[config.mk]
export PLATFORM = sky130hd
export DESIGN_NAME = seq_detector_param
export DESIGN_NICKNAME = d
export VERILOG_FILES = /design/src/rtl/seq_det_pkg.sv /design/src/rtl/seq_detector_param_sat_counter.sv /design/src/rtl/seq_detector_param.sv
export SDC_FILE = /design/constraint.sdc
export NUM_CORES = 1
export LEC_CHECK = 0
export CORE_AREA = 2 2 63 65
export CTS_BUF_LIST = sky130_fd_sc_hd__clkbuf_8 sky130_fd_sc_hd__clkbuf_16
export CTS_CLUSTER_SIZE = 24
export DETAILED_ROUTE_END_ITERATION = 10
export DIE_AREA = 0 0 65 67
export MAX_ROUTING_LAYER = met4
export PLACE_DENSITY = 0.7
export SYNTH_ARGS = -nofsm -noshare
export SYNTH_HDL_FRONTEND = slang
export SYNTH_SLANG_ARGS = --single-unit
[constraint.sdc]
create_clock -name clk -period 7.35 [get_ports clk]
set_input_delay 1.1025 -clock clk [delete_from_list [all_inputs] [get_ports clk]]
set_output_delay 1.1025 -clock clk [all_outputs]
set_load 0.01 [all_outputs]
[src/rtl/seq_det_pkg.sv]
// ---------------------------------------------------------------------------
// seq_det_pkg
// Purpose : Shared types and helpers for the parametrised serial
//           pattern detector (seq_detector_param) and its match counter.
// Contents: state_t     - detector FSM states (IDLE, RUN)
//           calc_len_w  - width needed to hold a length 0..max
//           clamp_len   - folds a requested pattern length into 1..max
// ---------------------------------------------------------------------------
package seq_det_pkg;

  // Default maximum pattern length and the matching length-port width.
  localparam int DEFAULT_MAX_LEN = 8;
  localparam int DEFAULT_LEN_W   = $clog2(DEFAULT_MAX_LEN + 1);

  typedef enum logic {
    IDLE = 1'b0,
    RUN  = 1'b1
  } state_t;

  // Bits needed to represent any value 0..max inclusive.
  function automatic int calc_len_w(input int max);
    return $clog2(max + 1);
  endfunction

  // A zero-length pattern would match every sample vacuously and a length
  // beyond the history register cannot be compared, so both are folded
  // into the legal 1..max range when the configuration is latched.
  function automatic int clamp_len(input int len, input int max);
    if (len < 1) begin
      return 1;
    end else if (len > max) begin
      return max;
    end else begin
      return len;
    end
  endfunction

endpackage : seq_det_pkg

[src/rtl/seq_detector_param_sat_counter.sv]
// ---------------------------------------------------------------------------
// sat_counter
// Purpose : W-bit up counter that sticks at all-ones instead of wrapping.
//           Used as the match counter of seq_detector_param.
// Ports   : clk   in  1  rising-edge clock
//           rst_n in  1  async active-low reset, clears the count
//           inc   in  1  add one this cycle (ignored once saturated)
//           clr   in  1  synchronous clear, has priority over inc
//           q     out W  current count
// ---------------------------------------------------------------------------
module sat_counter #(
  parameter int W = 8
) (
  input  logic         clk,
  input  logic         rst_n,
  input  logic         inc,
  input  logic         clr,
  output logic [W-1:0] q
);

  logic [W-1:0] r_q;
  logic         w_at_max;

  assign w_at_max = &r_q;

  always_ff @(posedge clk or negedge rst_n) begin
    if (!rst_n) begin
      r_q <= '0;
    end else if (clr) begin
      r_q <= '0;
    end else if (inc && !w_at_max) begin
      r_q <= r_q + W'(1);
    end
  end

  assign q = r_q;

endmodule : sat_counter

[src/rtl/seq_detector_param.sv]
// ---------------------------------------------------------------------------
// seq_detector_param
// Purpose : Runtime-configurable serial bit-pattern detector for one lane.
//           A pattern of 1..MAX_LEN bits is compared against the most
//           recent valid samples; a hit produces a registered one-cycle
//           match pulse and bumps a saturating match counter.
// Ports   : clk          in  1        rising-edge clock
//           rst_n        in  1        async active-low reset
//           cfg_load     in  1        latch cfg_* this cycle (re-arms)
//           cfg_pattern  in  MAX_LEN  pattern, bit[len-1] received first
//           cfg_len      in  LEN_W    pattern length (clamped to 1..MAX_LEN)
//           cfg_overlap  in  1        1: overlapping matches, 0: restart
//           en           in  1        x is a valid sample this cycle
//           x            in  1        serial input bit
//           armed        out 1        configured and running
//           match        out 1        one-cycle match pulse
//           match_cnt    out CNT_W    saturating matches since cfg/reset
// ---------------------------------------------------------------------------
module seq_detector_param
  import seq_det_pkg::*;
#(
  parameter int MAX_LEN = DEFAULT_MAX_LEN,
  parameter int CNT_W   = 8,
  parameter int LEN_W   = calc_len_w(MAX_LEN)
) (
  input  logic               clk,
  input  logic               rst_n,
  input  logic               cfg_load,
  input  logic [MAX_LEN-1:0] cfg_pattern,
  input  logic [LEN_W-1:0]   cfg_len,
  input  logic               cfg_overlap,
  input  logic               en,
  input  logic               x,
  output logic               armed,
  output logic               match,
  output logic [CNT_W-1:0]   match_cnt
);

  localparam logic [LEN_W-1:0] LEN_MAX = LEN_W'(MAX_LEN);

  // Configuration registers
  state_t             r_state;
  logic [MAX_LEN-1:0] r_pattern;
  logic [LEN_W-1:0]   r_len;
  logic               r_overlap;

  // Datapath registers
  logic [MAX_LEN-1:0] r_hist;   // newest sample in bit 0
  logic [LEN_W-1:0]   r_vcnt;   // samples usable for the next compare
  logic               r_armed;
  logic               r_match;

  // Combinational helpers
  logic [LEN_W-1:0]   w_len_clamped;
  logic [MAX_LEN-1:0] w_hist_next;
  logic [LEN_W-1:0]   w_vcnt_inc;
  logic [MAX_LEN-1:0] w_mask;
  logic               w_pattern_eq;
  logic               w_sample;
  logic               w_hit;

  assign w_len_clamped = LEN_W'(clamp_len(int'(cfg_len), MAX_LEN));

  // History as it will look after this sample is shifted in.
  assign w_hist_next = {r_hist[MAX_LEN-2:0], x};

  // Valid count saturates at MAX_LEN: older bits fall off the shift register.
  assign w_vcnt_inc = (r_vcnt == LEN_MAX) ? r_vcnt : (r_vcnt + LEN_W'(1));

  // Per-bit enable of the comparison: only the low r_len history bits
  // take part, so pattern bits above the length are don't-care.
  for (genvar gi = 0; gi < MAX_LEN; gi++) begin : g_mask
    assign w_mask[gi] = (LEN_W'(gi) < r_len);
  end

  assign w_pattern_eq = ~|((w_hist_next ^ r_pattern) & w_mask);

  // A valid sample is consumed only in RUN and only when no reconfiguration
  // happens on the same edge (the load discards that sample).
  assign w_sample = (r_state == RUN) && en && !cfg_load;

  assign w_hit = w_sample && (w_vcnt_inc >= r_len) && w_pattern_eq;

  // Control FSM, configuration latch, history and registered outputs.
  always_ff @(posedge clk or negedge rst_n) begin
    if (!rst_n) begin
      r_state   <= IDLE;
      r_pattern <= '0;
      r_len     <= '0;
      r_overlap <= 1'b0;
      r_hist    <= '0;
      r_vcnt    <= '0;
      r_armed   <= 1'b0;
      r_match   <= 1'b0;
    end else if (cfg_load) begin
      // Loading from either state (re)arms with a clean history.
      r_state   <= RUN;
      r_pattern <= cfg_pattern;
      r_len     <= w_len_clamped;
      r_overlap <= cfg_overlap;
      r_hist    <= '0;
      r_vcnt    <= '0;
      r_armed   <= 1'b1;
      r_match   <= 1'b0;
    end else begin
      unique case (r_state)
        IDLE: begin
          r_armed <= 1'b0;
          r_match <= 1'b0;
        end
        RUN: begin
          r_armed <= 1'b1;
          r_match <= w_hit;
          if (w_sample) begin
            r_hist <= w_hist_next;
            // Non-overlapping mode: bits that formed this match may not
            // be reused, so the next match needs a full fresh pattern.
            if (w_hit && !r_overlap) begin
              r_vcnt <= '0;
            end else begin
              r_vcnt <= w_vcnt_inc;
            end
          end
        end
        default: begin
          r_state <= IDLE;
          r_armed <= 1'b0;
          r_match <= 1'b0;
        end
      endcase
    end
  end

  sat_counter #(
    .W (CNT_W)
  ) u_match_cnt (
    .clk   (clk),
    .rst_n (rst_n),
    .inc   (w_hit),
    .clr   (cfg_load),
    .q     (match_cnt)
  );

  assign armed = r_armed;
  assign match = r_match;

endmodule : seq_detector_param

==> qor.yml <==
timing:
  hold_viol_final: 0
  slew_headroom_pct: 57.5
  fin_crit_ps: 3410
  rsz0062_at_grt: "false"
  worstMarginPinSlew_ps: 632
  fmax_mhz: 294
  setup_viol: 0
  clock_skew_ps: 4.70
  setup-tns-final_ps: 0
  fin_ws_ps: 3940
  slew_viol_final: 0
  fin_crit_sh_pct: 46.3
synth:
  synth_seq_cells: 35
  synth_ff_type: "dfrtp_1"
  synth.distinct_cells: 40
  async_flop_share_pct: 100
  yosysSeqAreaShare_pct: 49.4
  avgSynthCellArea_um2: 10.4
  syn_nets: 196
  syn_area_um2: 1770
  netlist_instances: 171
  synth_edf_count: 0
  yosysWarnings: 0
layout:
  nFillCells: 320
  final_cell_mix: "35 x dfrtp_1, 27 x clkdlybuf4s50_1, 19 x nand2_1"
  multi_input_area_um2: 838
  post-route-util_pct: 60.5
  design_area_um2: 2180
  n_antenna_cell: 0
  syn2layout_area_growth_pct: 23.1
  final_common_cell: "dfrtp_1"
  final-seq-area_um2: 876
  final_nets: 226
  final_layout_size_suffix_gt1_share_pct: 13.4
floorplan:
  die_area_um2: 4360
  floorplan.initialDensity_pct: 49.1
  die-height_um: 67
  fp.dieW_um: 65
  core_um2: 3610
  rows: 22
  boundaryPins: 28
global_route:
  grt_first_pass_wirelength_um: 6290
  antenna_found_initial: 0
  overflow: 0
  grt_pass1_vias: 1410
  grt_max_degree: 37
  grt_use_total_pct: 19.5
place:
  gp_congestion: 0.790
  dp_hpwl_um: 2680
  postPlaceCellArea_um2: 2090
  port_buffers: 27
  place_ws_ps: 3680
power_and_ir_drop:
  power_leakage_uw: 0.000907
  powerDensity_nw_per_um2: 182
  ir_worst_vdd_uv: 166
setup_path:
  crit_fanout: 9
  cp.buffers_inverters: 1
  crit_path_end_kind: "flop"
  worst_setup_path_start_kind: "input port"
  critPathSlowestCell: "clkdlybuf4s50_1"
  slowest_delay_ps: 620
  path_delay_family: "simple AND/OR/NAND/NOR gates"
  crit_type: "input port to flop"
  worstPathCellList: "clkdlybuf4s50_1, nand2_1, a211oi_1, nand4b_1, nor3_1, a311oi_1, a41o_2"
  worstRegToRegCells: 12
  cp.arrival_ps: 3580
  worstSetupPathDepth: 7
  cp.required_ps: 7520
run_status:
  status: "completed"
detailed_routing:
  wl_per_cell_um: 14.8
  via_count: 1370
  drt_pass1_iterations: 4
  vias_per_cell: 5.50
  first_iter_violations: 78
  drt-total-wl_um: 3700
  antenna_left: 0
  route.detailed.drc: 0
min_path:
  hp-class: "flop to flop"
  whs_path_depth: 1
clock_network:
  htreeDepth: 2
  clkLatencyLatePin_ps: 280
  hold_buffers: 0
  path_clk_slew_ps: 60
  clockBufferDepth: 2
  clock-sinks: 35
  tritoncts: "built"
  cts_setup_buffers: 0
  cts_buffers: 5
  cts-root-buf: "clkbuf_8"
  post_cts_resized: 0
job:
  drv_cap: 0
-- logic make-up after synthesis --
family                   count (synthesis)  synth area share (%)
AO/OA/AOI/OAI                           35                  13.1
XOR/XNOR                                13                  6.43
adder cells (fa/ha/maj)                  7                  4.94
buffers and inverters                   15                  3.25
flip-flops                              35                  49.4
multiplexers                            11                  6.85
AND/OR/NAND/NOR                         55                  16.0
-- sequential cells by signal (all words and copies together), names as in the netlist --
name	cells
r_pattern	8
armed	1
r_overlap	1
r_vcnt	4
match	1
r_state	1
u_match_cnt.q	8
r_hist	7
r_len	4
-- power by group --
part / switching, µW / leakage (µW) / total [µW] / internal (µW)
Combinational: 24.3 / 0.000409 / 51.1 / 26.8
Sequential: 8.88 / 0.000451 / 210 / 201
Clock: 62.7 / 0.0000470 / 136 / 73.4
-- synthesized netlist by cell type, types with 3 or more instances --
master    count  area share [%]
dfrtp_1      35              49
nand2_1      19             4.0
a21oi_1      12             3.4
o21ai_0      10             2.8
inv_1         9             1.9
mux2_2        9             5.7
nand3_1       9             2.5
xnor2_1       9             4.4
ha_1          7             4.9
nor2_1        7             1.5
clkbuf_1      5             1.1
xor2_1        4             2.0
a32o_1        3             1.7
or2_2         3             1.1
-- routing by layer --
| layer | share of wire [%] | GRT usage (%) |
|---|---|---|
| met3 | 5.0 | 3.89 |
| met5 | 0 | - |
| met1 | 44 | 23.4 |
| met2 | 50 | 32.5 |
| met4 | 1.0 | 7.45 |
-- cell type report --
cell class,instances,share of cell area [%]
Sequential cell,35,40.2
Multi-Input combinational cell,121,38.4
Timing Repair Buffer,29,13.1
Clock buffer,6,3.79
Tap cell,48,2.75
Inverter,9,1.55
Clock inverter,1,0.229
-- path summary, 6_finish.rpt --
| path | start | slack, ps | end |
|---|---|---|---|
| hold / removal | r_pattern[3] | 530 | r_pattern[3] |
| max in group asynchronous | rst_n | 5800 | r_pattern[7] |
| setup reg to reg | r_vcnt[0] | 4350 | u_match_cnt.q[5] |
| min in group asynchronous | rst_n | 1240 | armed |
| hold reg to reg | r_pattern[3] | 530 | r_pattern[3] |
| setup / recovery | en | 3940 | u_match_cnt.q[5] |
-- metrics by stage --
step / hold WS [ps] / power, µW / cells
2_1_floorplan: 474 / 241 / 171
3_3_place_gp: 516 / 263 / 242
6_report: 532 / 397 / 249
4_1_cts: 538 / 403 / 249
3_5_place_dp: 519 / 266 / 242
5_1_grt: 555 / 419 / 249
No activity file was read; power rests on OpenSTA's default activity.
